==> src/rtl/mem_arb_pkg.sv <==
`default_nettype none
// +----------------------------------------------------------------------+
// | mem_arb_pkg : shared types and default widths for mem_arbiter          |
// | Rev 1.0                                                                |
// +----------------------------------------------------------------------+
package mem_arb_pkg;

    typedef enum logic [1:0] {
        IDLE = 2'd0,
        BUSY = 2'd1,
        RESP = 2'd2
    } arb_state_t;

    typedef enum logic [1:0] {
        OWN_NONE = 2'd0,
        OWN_IF   = 2'd1,
        OWN_D    = 2'd2
    } arb_owner_t;

    localparam int c_data_w  = 32;
    localparam int c_addr_w  = 32;
    localparam int c_timeout = 16;

endpackage
`default_nettype wire

==> src/rtl/mem_arb_wdog.sv <==
`default_nettype none
// +----------------------------------------------------------------------+
// | mem_arb_wdog : saturating BUSY-cycle watchdog for mem_arbiter          |
// | Rev 1.0                                                                |
// +----------------------------------------------------------------------+
module mem_arb_wdog
    import mem_arb_pkg::*;
#(
    parameter int TIMEOUT = c_timeout
)
(
    input  logic clk,
    input  logic rst_n,
    input  logic i_clr,
    input  logic i_en,
    output logic o_expired
);

    localparam int              c_cw   = $clog2(TIMEOUT + 1);
    localparam logic [c_cw-1:0] c_max  = c_cw'(TIMEOUT);
    localparam logic [c_cw-1:0] c_last = c_cw'(TIMEOUT - 1);
    localparam logic [c_cw-1:0] c_one  = c_cw'(1);

    logic [c_cw-1:0] r_cnt;

    always_ff @(posedge clk or negedge rst_n) begin
        if (!rst_n) begin
            r_cnt <= '0;
        end else if (i_clr) begin
            r_cnt <= '0;
        end else if (i_en && (r_cnt != c_max)) begin
            r_cnt <= r_cnt + c_one;
        end
    end

    // Expiry is flagged in the cycle whose edge would bring the count to TIMEOUT
    assign o_expired = i_en && (r_cnt >= c_last);

endmodule
`default_nettype wire

==> src/rtl/mem_arbiter.sv <==
`default_nettype none
// +----------------------------------------------------------------------+
// | mem_arbiter : fetch/data arbiter onto one single-port memory           |
// | Optional: define MEM_ARB_RR_EN for round-robin on simultaneous reqs.   |
// | Rev 1.0                                                                |
// +----------------------------------------------------------------------+
module mem_arbiter
    import mem_arb_pkg::*;
#(
    parameter int N       = c_data_w,
    parameter int AW      = c_addr_w,
    parameter int TIMEOUT = c_timeout
)
(
    input  logic           clk,
    input  logic           rst_n,
    input  logic           if_req,
    input  logic [AW-1:0]  if_addr,
    output logic [N-1:0]   if_rdata,
    output logic           if_ack,
    input  logic           d_req,
    input  logic           d_we,
    input  logic [N/8-1:0] d_be,
    input  logic [AW-1:0]  d_addr,
    input  logic [N-1:0]   d_wdata,
    output logic [N-1:0]   d_rdata,
    output logic           d_ack,
    output logic           m_req,
    output logic           m_we,
    output logic [N/8-1:0] m_be,
    output logic [AW-1:0]  m_addr,
    output logic [N-1:0]   m_wdata,
    input  logic [N-1:0]   m_rdata,
    input  logic           m_ack,
    output logic           stall,
    output logic           err
);

    arb_state_t     r_state;
    arb_state_t     w_next_state;
    arb_owner_t     r_owner;
    arb_owner_t     w_pick;
    logic           w_done_ok;
    logic           w_done_to;
    logic           w_expired;
    logic           w_wdog_clr;
    logic           w_wdog_en;
    logic           r_m_we;
    logic [N/8-1:0] r_m_be;
    logic [AW-1:0]  r_m_addr;
    logic [N-1:0]   r_m_wdata;
    logic [N-1:0]   r_if_rdata;
    logic [N-1:0]   r_d_rdata;
    logic           r_err;

    assign w_wdog_clr = (r_state != BUSY);
    assign w_wdog_en  = (r_state == BUSY);

    mem_arb_wdog #(.TIMEOUT(TIMEOUT)) u_wdog (
        .clk       (clk),
        .rst_n     (rst_n),
        .i_clr     (w_wdog_clr),
        .i_en      (w_wdog_en),
        .o_expired (w_expired)
    );

`ifdef MEM_ARB_RR_EN
    arb_owner_t r_last_grant;

    // Contention goes to whichever requester was not served last
    always_comb begin
        w_pick = OWN_NONE;
        if (d_req && if_req) begin
            w_pick = (r_last_grant == OWN_D) ? OWN_IF : OWN_D;
        end else if (d_req) begin
            w_pick = OWN_D;
        end else if (if_req) begin
            w_pick = OWN_IF;
        end
    end

    always_ff @(posedge clk or negedge rst_n) begin
        if (!rst_n) begin
            r_last_grant <= OWN_IF;
        end else if ((r_state == IDLE) && (w_pick != OWN_NONE)) begin
            r_last_grant <= w_pick;
        end
    end
`else
    always_comb begin
        w_pick = OWN_NONE;
        if (d_req) begin
            w_pick = OWN_D;
        end else if (if_req) begin
            w_pick = OWN_IF;
        end
    end
`endif

    always_ff @(posedge clk or negedge rst_n) begin
        if (!rst_n) begin
            r_state <= IDLE;
        end else begin
            r_state <= w_next_state;
        end
    end

    // m_ack is tested before expiry so a late ack on the last cycle succeeds
    always_comb begin
        w_next_state = r_state;
        w_done_ok    = 1'b0;
        w_done_to    = 1'b0;
        case (r_state)
            IDLE: begin
                if (w_pick != OWN_NONE) begin
                    w_next_state = BUSY;
                end
            end
            BUSY: begin
                if (m_ack) begin
                    w_done_ok    = 1'b1;
                    w_next_state = RESP;
                end else if (w_expired) begin
                    w_done_to    = 1'b1;
                    w_next_state = RESP;
                end
            end
            RESP:    w_next_state = IDLE;
            default: w_next_state = IDLE;
        endcase
    end

    always_ff @(posedge clk or negedge rst_n) begin
        if (!rst_n) begin
            r_owner    <= OWN_NONE;
            r_m_we     <= 1'b0;
            r_m_be     <= '0;
            r_m_addr   <= '0;
            r_m_wdata  <= '0;
            r_if_rdata <= '0;
            r_d_rdata  <= '0;
            r_err      <= 1'b0;
        end else begin
            case (r_state)
                IDLE: begin
                    if (w_pick == OWN_D) begin
                        r_owner   <= OWN_D;
                        r_m_we    <= d_we;
                        r_m_be    <= d_be;
                        r_m_addr  <= d_addr;
                        r_m_wdata <= d_wdata;
                    end else if (w_pick == OWN_IF) begin
                        r_owner   <= OWN_IF;
                        r_m_we    <= 1'b0;
                        r_m_be    <= '1;
                        r_m_addr  <= if_addr;
                        r_m_wdata <= '0;
                    end
                end
                BUSY: begin
                    if (w_done_ok || w_done_to) begin
                        r_err <= w_done_to;
                        if (r_owner == OWN_IF) begin
                            r_if_rdata <= w_done_ok ? m_rdata : '0;
                        end
                        if (r_owner == OWN_D) begin
                            r_d_rdata <= (w_done_ok && !r_m_we) ? m_rdata : '0;
                        end
                    end
                end
                RESP: begin
                    r_err   <= 1'b0;
                    r_owner <= OWN_NONE;
                end
                default: ;
            endcase
        end
    end

    assign m_req    = (r_state == BUSY);
    assign m_we     = r_m_we;
    assign m_be     = r_m_be;
    assign m_addr   = r_m_addr;
    assign m_wdata  = r_m_wdata;
    assign if_rdata = r_if_rdata;
    assign d_rdata  = r_d_rdata;
    assign if_ack   = (r_state == RESP) && (r_owner == OWN_IF);
    assign d_ack    = (r_state == RESP) && (r_owner == OWN_D);
    assign err      = r_err;
    assign stall    = (if_req & ~if_ack) | (d_req & ~d_ack);

endmodule
`default_nettype wire
==> config.mk <==
export PLATFORM = sky130hd
export DESIGN_NAME = mem_arbiter
export DESIGN_NICKNAME = d
export VERILOG_FILES = /design/src/rtl/mem_arb_pkg.sv /design/src/rtl/mem_arb_wdog.sv /design/src/rtl/mem_arbiter.sv
export SDC_FILE = /design/constraint.sdc
export NUM_CORES = 1
export LEC_CHECK = 0
export CAP_MARGIN = 25
export CELL_PAD_IN_SITES_DETAIL_PLACEMENT = 1
export CELL_PAD_IN_SITES_GLOBAL_PLACEMENT = 2
export CORE_ASPECT_RATIO = 1.4
export CORE_MARGIN = 1
export CORE_UTILIZATION = 25
export CTS_CLUSTER_SIZE = 40
export DETAILED_ROUTE_END_ITERATION = 12
export PLACE_DENSITY_LB_ADDON = 0.3
export SLEW_MARGIN = 25
export SYNTH_ARGS = -nofsm -noshare
export SYNTH_HDL_FRONTEND = slang
export SYNTH_HIERARCHICAL = 1
export SYNTH_SLANG_ARGS = --single-unit
==> constraint.sdc <==
create_clock -name clk -period 3.1 [get_ports clk]
set_clock_uncertainty 0.1 [all_clocks]
set_input_delay 0.62 -clock clk [delete_from_list [all_inputs] [get_ports clk]]
set_output_delay 0.62 -clock clk [all_outputs]
set_load 0.05 [all_outputs]
==> flow_summary.json, run 1 <==
{
  "htreeDepth": 4,
  "start_util_pct": 25.59,
  "grt_pass1_vias": 5965,
  "io_buffer_count": 275,
  "drv_cap": 0,
  "ys_async_sr_fraction_pct": 100.0,
  "grt_overflow": 0,
  "wirelength_um": 21010,
  "yosysMostFrequentCell": "dfrtp_1",
  "yosys-top-cells-area": "dfrtp_1, mux2i_1, a22o_1",
  "r2r-start": "r_state[0]",
  "dp_slack_ns": 0.5673,
  "path_class": "register to output pin",
  "tightest_slew_ns": 0.6946,
  "fin_util_pct": 41.03,
  "finalInstanceArea_mm2": 0.009872,
  "cts.repair.resized": 0,
  "status": "finished clean",
  "ys.warnings.count": 6,
  "ys_types": 39,
  "clock_sinks": 143,
  "avgViaCountPerCell": 4.592,
  "p_int_mw": 6.419,
  "ys_ff_latch": 143,
  "min_period_ns": 2.838,
  "arrival_ns": 2.12,
  "crit_required_ns": 2.38,
  "hold_buffers": 0,
  "syn-num-nets": 686,
  "power_switching_share_pct": 48.48,
  "hold_violations": 0,
  "seqPwrFrac_pct": 26.7,
  "antennaDiodeCount": 0,
  "synth_top_cell_by_area": "dfrtp_1",
  "fin_crit_sh_pct": 91.56,
  "ir_worst_vdd_v": 0.0005909,
  "max_freq_mhz": 352.3,
  "hold_ws_ns": 0.1176,
  "worst_slack_ns": 0.2616,
  "synth_ff_type": "dfrtp_1",
  "path_clk_slew_ns": 0.06,
  "seq_area_frac_synth_pct": 58.12,
  "core_region_area_mm2": 0.02406,
  "avgRoutedWirePerCell_um": 18.51,
  "power.leakage_nw": 4.175,
  "gp_congestion": 0.7438,
  "synth_area_mm2": 0.006157,
  "p_comb_share_pct": 56.9,
  "rsz0062_at_grt": "false",
  "pwr-share-clk_pct": 16.3,
  "placed_cells": 1103,
  "area_growth_pct": 60.33,
  "power_density_mw_per_mm2": 1262,
  "num_vias": 5212,
  "post_dp_cell_area_mm2": 0.009289,
  "endpoint": "m_req",
  "tns_ns": 0,
  "synth_edf_count": 0,
  "route.detailed.drc": 0,
  "clk_path_buf_depth": 2,
  "dp_hpwl_um": 15120,
  "p_total_mw": 12.46,
  "ff2ff_setup_slack_ns": 0.63,
  "die_area_mm2": 0.02527,
  "cts_root_buf": "clkbuf_16",
  "cp-startpoint": "r_state[0]",
  "setup_viol": 0,
  "grt_max_degree": 71,
  "die_h_um": 187.7,
  "reg2regPathDepth": 8,
  "post_cts_buffers": 0,
  "antenna_found_initial": 0,
  "stdcell_count": 1135,
  "synth_top_area_share_pct": 58.12,
  "path_buf_inv": 4,
  "cpLargestDelayFamily": "buffers and inverters",
  "critPathCaptureType": "output pin",
  "crit_fanout": 38,
  "clk_latency_ns": 0.42,
  "crit_chain": "buf_4 > nand2b_1 > clkinv_1 > buf_4 > buf_4",
  "dieWidth_um": 134.6,
  "numCtsBuffers": 17,
  "critical_path_depth": 5,
  "ant_nets": 0,
  "relSlewSlack_pct": 53.69,
  "drtIter0Drc": 171,
  "syn_inst": 545,
  "grt_usage_pct": 17.34,
  "syn_avg_cell_area_um2": 11.30,
  "drv_slew": 0,
  "grt_pass1_wl_um": 33370,
  "ys_top_cells_by_count": "dfrtp_1, inv_1, nand2_1",
  "p_sw_mw": 6.040,
  "r2r-end": "if_rdata[8]",
  "rows": 67,
  "holdCritPathClass": "input pin to asynchronous set/reset pin",
  "ios": 276,
  "final_nets": 953,
  "cp-start-kind": "register",
  "firstDrtPassIters": 4,
  "slowest_delay_ns": 0.41,
  "drive_gt1_share_pct": 8.000,
  "crit_path_frequent_cell": "buf_4",
  "cts_tree": "done",
  "critPathSlowestCell": "nand2b_1"
}
-- worst min-delay path by stage --
stage / cells past startpoint / to / start / slack, ns
after floorplan: 0 / d_rdata[0] / rst_n / 0.22
after global placement: 1 / m_wdata[4] / m_wdata[4] / 0.38
after detailed placement: 1 / m_wdata[16] / m_wdata[16] / 0.38
after CTS: 1 / m_wdata[19] / rst_n / 0.13
after global routing: 1 / m_wdata[19] / rst_n / 0.16
final: 1 / m_wdata[1] / rst_n / 0.12
-- cell type report --
class                      count  area, µm²
clock buffer                  27      533.0
sequential                   143       3578
tap                          310      387.9
multi-input combinational    282       2085
timing repair buffer         289       2942
clock inverter                 5      50.05
inverter                      79      296.5
fill                        2613      14190
-- flip-flops by register name, indices dropped and copies added (netlist names) --
name	count
d_rdata	32
err	1
if_rdata	32
m_addr	32
m_be	4
m_wdata	32
m_we	1
r_owner	2
r_state	2
u_wdog/r_cnt	5
-- power groups by stage --
stage	Clock [mW]	Combinational [mW]	Sequential, mW
after floorplan	0	1.60	6.23
after global placement	0	7.07	3.32
after detailed placement	0	7.18	3.34
after CTS	2.10	7.18	3.35
after global routing	2.19	7.46	3.44
final	2.04	7.09	3.33
-- per-layer routing --
layer	global-route usage, %	vias up	routed length, µm	share of wire [%]
met5	0	-	0	0
met4	5.661	0	287	1.4
met3	7.894	20	2116	10
met2	29.80	205	10630	51
met1	18.69	2571	7976	38
li1	-	2416	-	-
-- placed cells by master, fill, tap and decap left out, drive strengths merged, types with 27 or more instances in the layout --
| master | instances |
|---|---|
| nand4 | 34 |
| clkbuf | 27 |
| dfrtp | 143 |
| a221o | 27 |
| o21ai | 36 |
| clkdlybuf4s50 | 272 |
| and2 | 28 |
| nand2 | 37 |
| inv | 78 |
| a22o | 33 |
| mux2i | 33 |
-- logic make-up (layout without fill, tap and decap cells) --
logic type	Yosys count	in the layout	share of synthesized area [%]
XOR/XNOR	1	1	0.1423
AND/OR/NAND/NOR	123	123	11.36
adder cells (fa/ha/maj)	3	3	0.6097
flip-flops	143	143	58.12
buffers and inverters	120	400	8.616
multiplexers	44	44	7.438
AO/OA/AOI/OAI	111	111	13.72
No activity file was read; power rests on OpenSTA's default activity.
==> run 2: changes to the inputs <==
PLACE_DENSITY = 0.92   (was default)
PLACE_DENSITY_LB_ADDON = default   (was 0.3)
clock period = 2.8 ns   (was 3.1 ns; I/O delays follow)
==> run 2 against run 1 <==
Sequential share of layout area fell by 0.23 points; first-iteration DRC count fell by 38%; combinational power rose by 11%; setup slack improved by 0.093 ns; critical path depth did not move; non-clock buffer count rose by 4; global-route usage fell by 0.56 points; critical endpoint is now stall; largest cell class unchanged; highest routed layer unchanged.
==> flow_summary.json, run 2 (synthesized netlist as in run 1, its figures left out) <==
{
  "status": "finished clean",
  "clk_latency_ns": 0.42,
  "relSlewSlack_pct": 60.94,
  "power_density_mw_per_mm2": 1409,
  "grt_max_degree": 62,
  "dieWidth_um": 134.6,
  "setup_viol": 0,
  "nFillCells": 2633,
  "dp_hpwl_um": 14440,
  "route.detailed.drc": 0,
  "wirelength_um": 20400,
  "avgRoutedWirePerCell_um": 17.91,
  "p_total_mw": 14.00,
  "power.leakage_nw": 4.211,
  "path_clk_slew_ns": 0.06,
  "layout_common_cells": "clkdlybuf4s50_1, dfrtp_1, inv_1",
  "drv_slew": 0,
  "holdCritPathClass": "input pin to asynchronous set/reset pin",
  "clock_sinks": 143,
  "start_util_pct": 25.59,
  "final_nets": 957,
  "ant_nets": 0,
  "tns_ns": 0,
  "post_cts_buffers": 0,
  "grt_usage_pct": 16.78,
  "hold_violations": 0,
  "core_region_area_mm2": 0.02406,
  "grt_pass1_vias": 5963,
  "drtIter0Drc": 106,
  "ir_worst_vdd_v": 0.0006268,
  "io_buffer_count": 275,
  "drv_cap": 0,
  "firstDrtPassIters": 4,
  "path_class": "register to output pin",
  "r2r-end": "if_rdata[5]",
  "num_vias": 5353,
  "hold_buffers": 0,
  "final_common_cell": "clkdlybuf4s50_1",
  "antenna_found_initial": 0,
  "cts_tree": "done",
  "die_area_mm2": 0.02527,
  "cts.repair.resized": 0,
  "numCtsBuffers": 17,
  "r2r-start": "u_wdog/r_cnt[0]",
  "crit_required_ns": 2.14,
  "grt_overflow": 0,
  "clk_path_buf_depth": 2,
  "htreeDepth": 4,
  "tightest_slew_ns": 0.5840,
  "cts_root_buf": "clkbuf_16",
  "die_h_um": 187.7,
  "fin_crit_sh_pct": 87.34,
  "drive_gt1_share_pct": 8.806,
  "crit_fanout": 12,
  "reg2regPathDepth": 9,
  "arrival_ns": 1.79,
  "rsz0062_at_grt": "false",
  "area_growth_pct": 61.35,
  "max_freq_mhz": 408.9,
  "antennaDiodeCount": 0,
  "ff2ff_setup_slack_ns": 0.40,
  "rows": 67,
  "grt_pass1_wl_um": 32490,
  "critPathCaptureType": "output pin",
  "ios": 276,
  "cp-start-kind": "register",
  "gp_congestion": 0.7086,
  "min_period_ns": 2.445,
  "avgViaCountPerCell": 4.700
}
-- run 2: changes by cell type in the layout (fill, tap and decap cells not counted), sizes merged, moves of 3 or more --
cell           previous run  this run
clkdlybuf4s50           272       269
clkbuf                   27        23
bufinv                    1         4
buf                      17        24
-- run 2: critical path, cell delays in order (launching register included) --
cell and delay (ns):
dfrtp_1 0.38, buf_4 0.19, nand2b_1 0.19, nor2b_1 0.27, o21ai_1 0.15, buf_12 0.17
-- run 2: per-stage QoR --
step / utilization, % / worst slack, ns / area, µm² / hold WS [ns] / instances
5_1_grt: 41.29 / 0.1744 / 9935 / 0.03788 / 1139
3_5_place_dp: 38.66 / 0.3295 / 9301 / 0.3823 / 1107
3_3_place_gp: 38.66 / 0.3833 / 9301 / 0.3816 / 1107
2_1_floorplan: - / 0.01332 / 6157 / 0.1644 / 545
4_1_cts: 41.29 / 0.3030 / 9935 / 0.009270 / 1139
6_report: 41.29 / 0.3545 / 9935 / 0.01534 / 1139
-- run 2: worst max-delay path by stage --
| stage | start | endpoint | slack (ns) | cells past startpoint |
|---|---|---|---|---|
| after global placement | d_req | m_addr[13] | 0.38 | 6 |
| final | r_state[0] | stall | 0.35 | 5 |
| after global routing | u_wdog/r_cnt[0] | if_rdata[5] | 0.17 | 9 |
| after CTS | r_state[0] | stall | 0.30 | 5 |
| after floorplan | r_state[1] | if_rdata[10] | 0.01 | 9 |
| after detailed placement | d_req | m_addr[7] | 0.33 | 6 |
-- run 2: final cells by class --
cell class	instances	area, µm²	share of cell area (%)
Clock inverter	9	155.1	1.562
Inverter	79	296.5	2.985
Clock buffer	23	478.0	4.811
Tap cell	310	387.9	3.904
Sequential cell	143	3578	36.02
Timing Repair Buffer	293	2949	29.69
Multi-Input combinational cell	282	2090	21.03
-- run 2: report_power, final --
group | leakage [nW] | internal, mW | switching (mW)
clock | 0.308 | 1.57 | 0.883
sequential | 1.81 | 3.06 | 0.634
combinational | 2.10 | 2.68 | 5.18
total | 4.21 | 7.30 | 6.70
-- run 2: per-layer routing --
metal  up-vias  part of all wire, %  global-route usage (%)
li1       2419                    -                       -
met1      2705                   39                   18.58
met2       207                   51                   29.46
met3        22                  7.6                   5.893
met4         0                  1.9                   5.661
met5         -                    0                       0
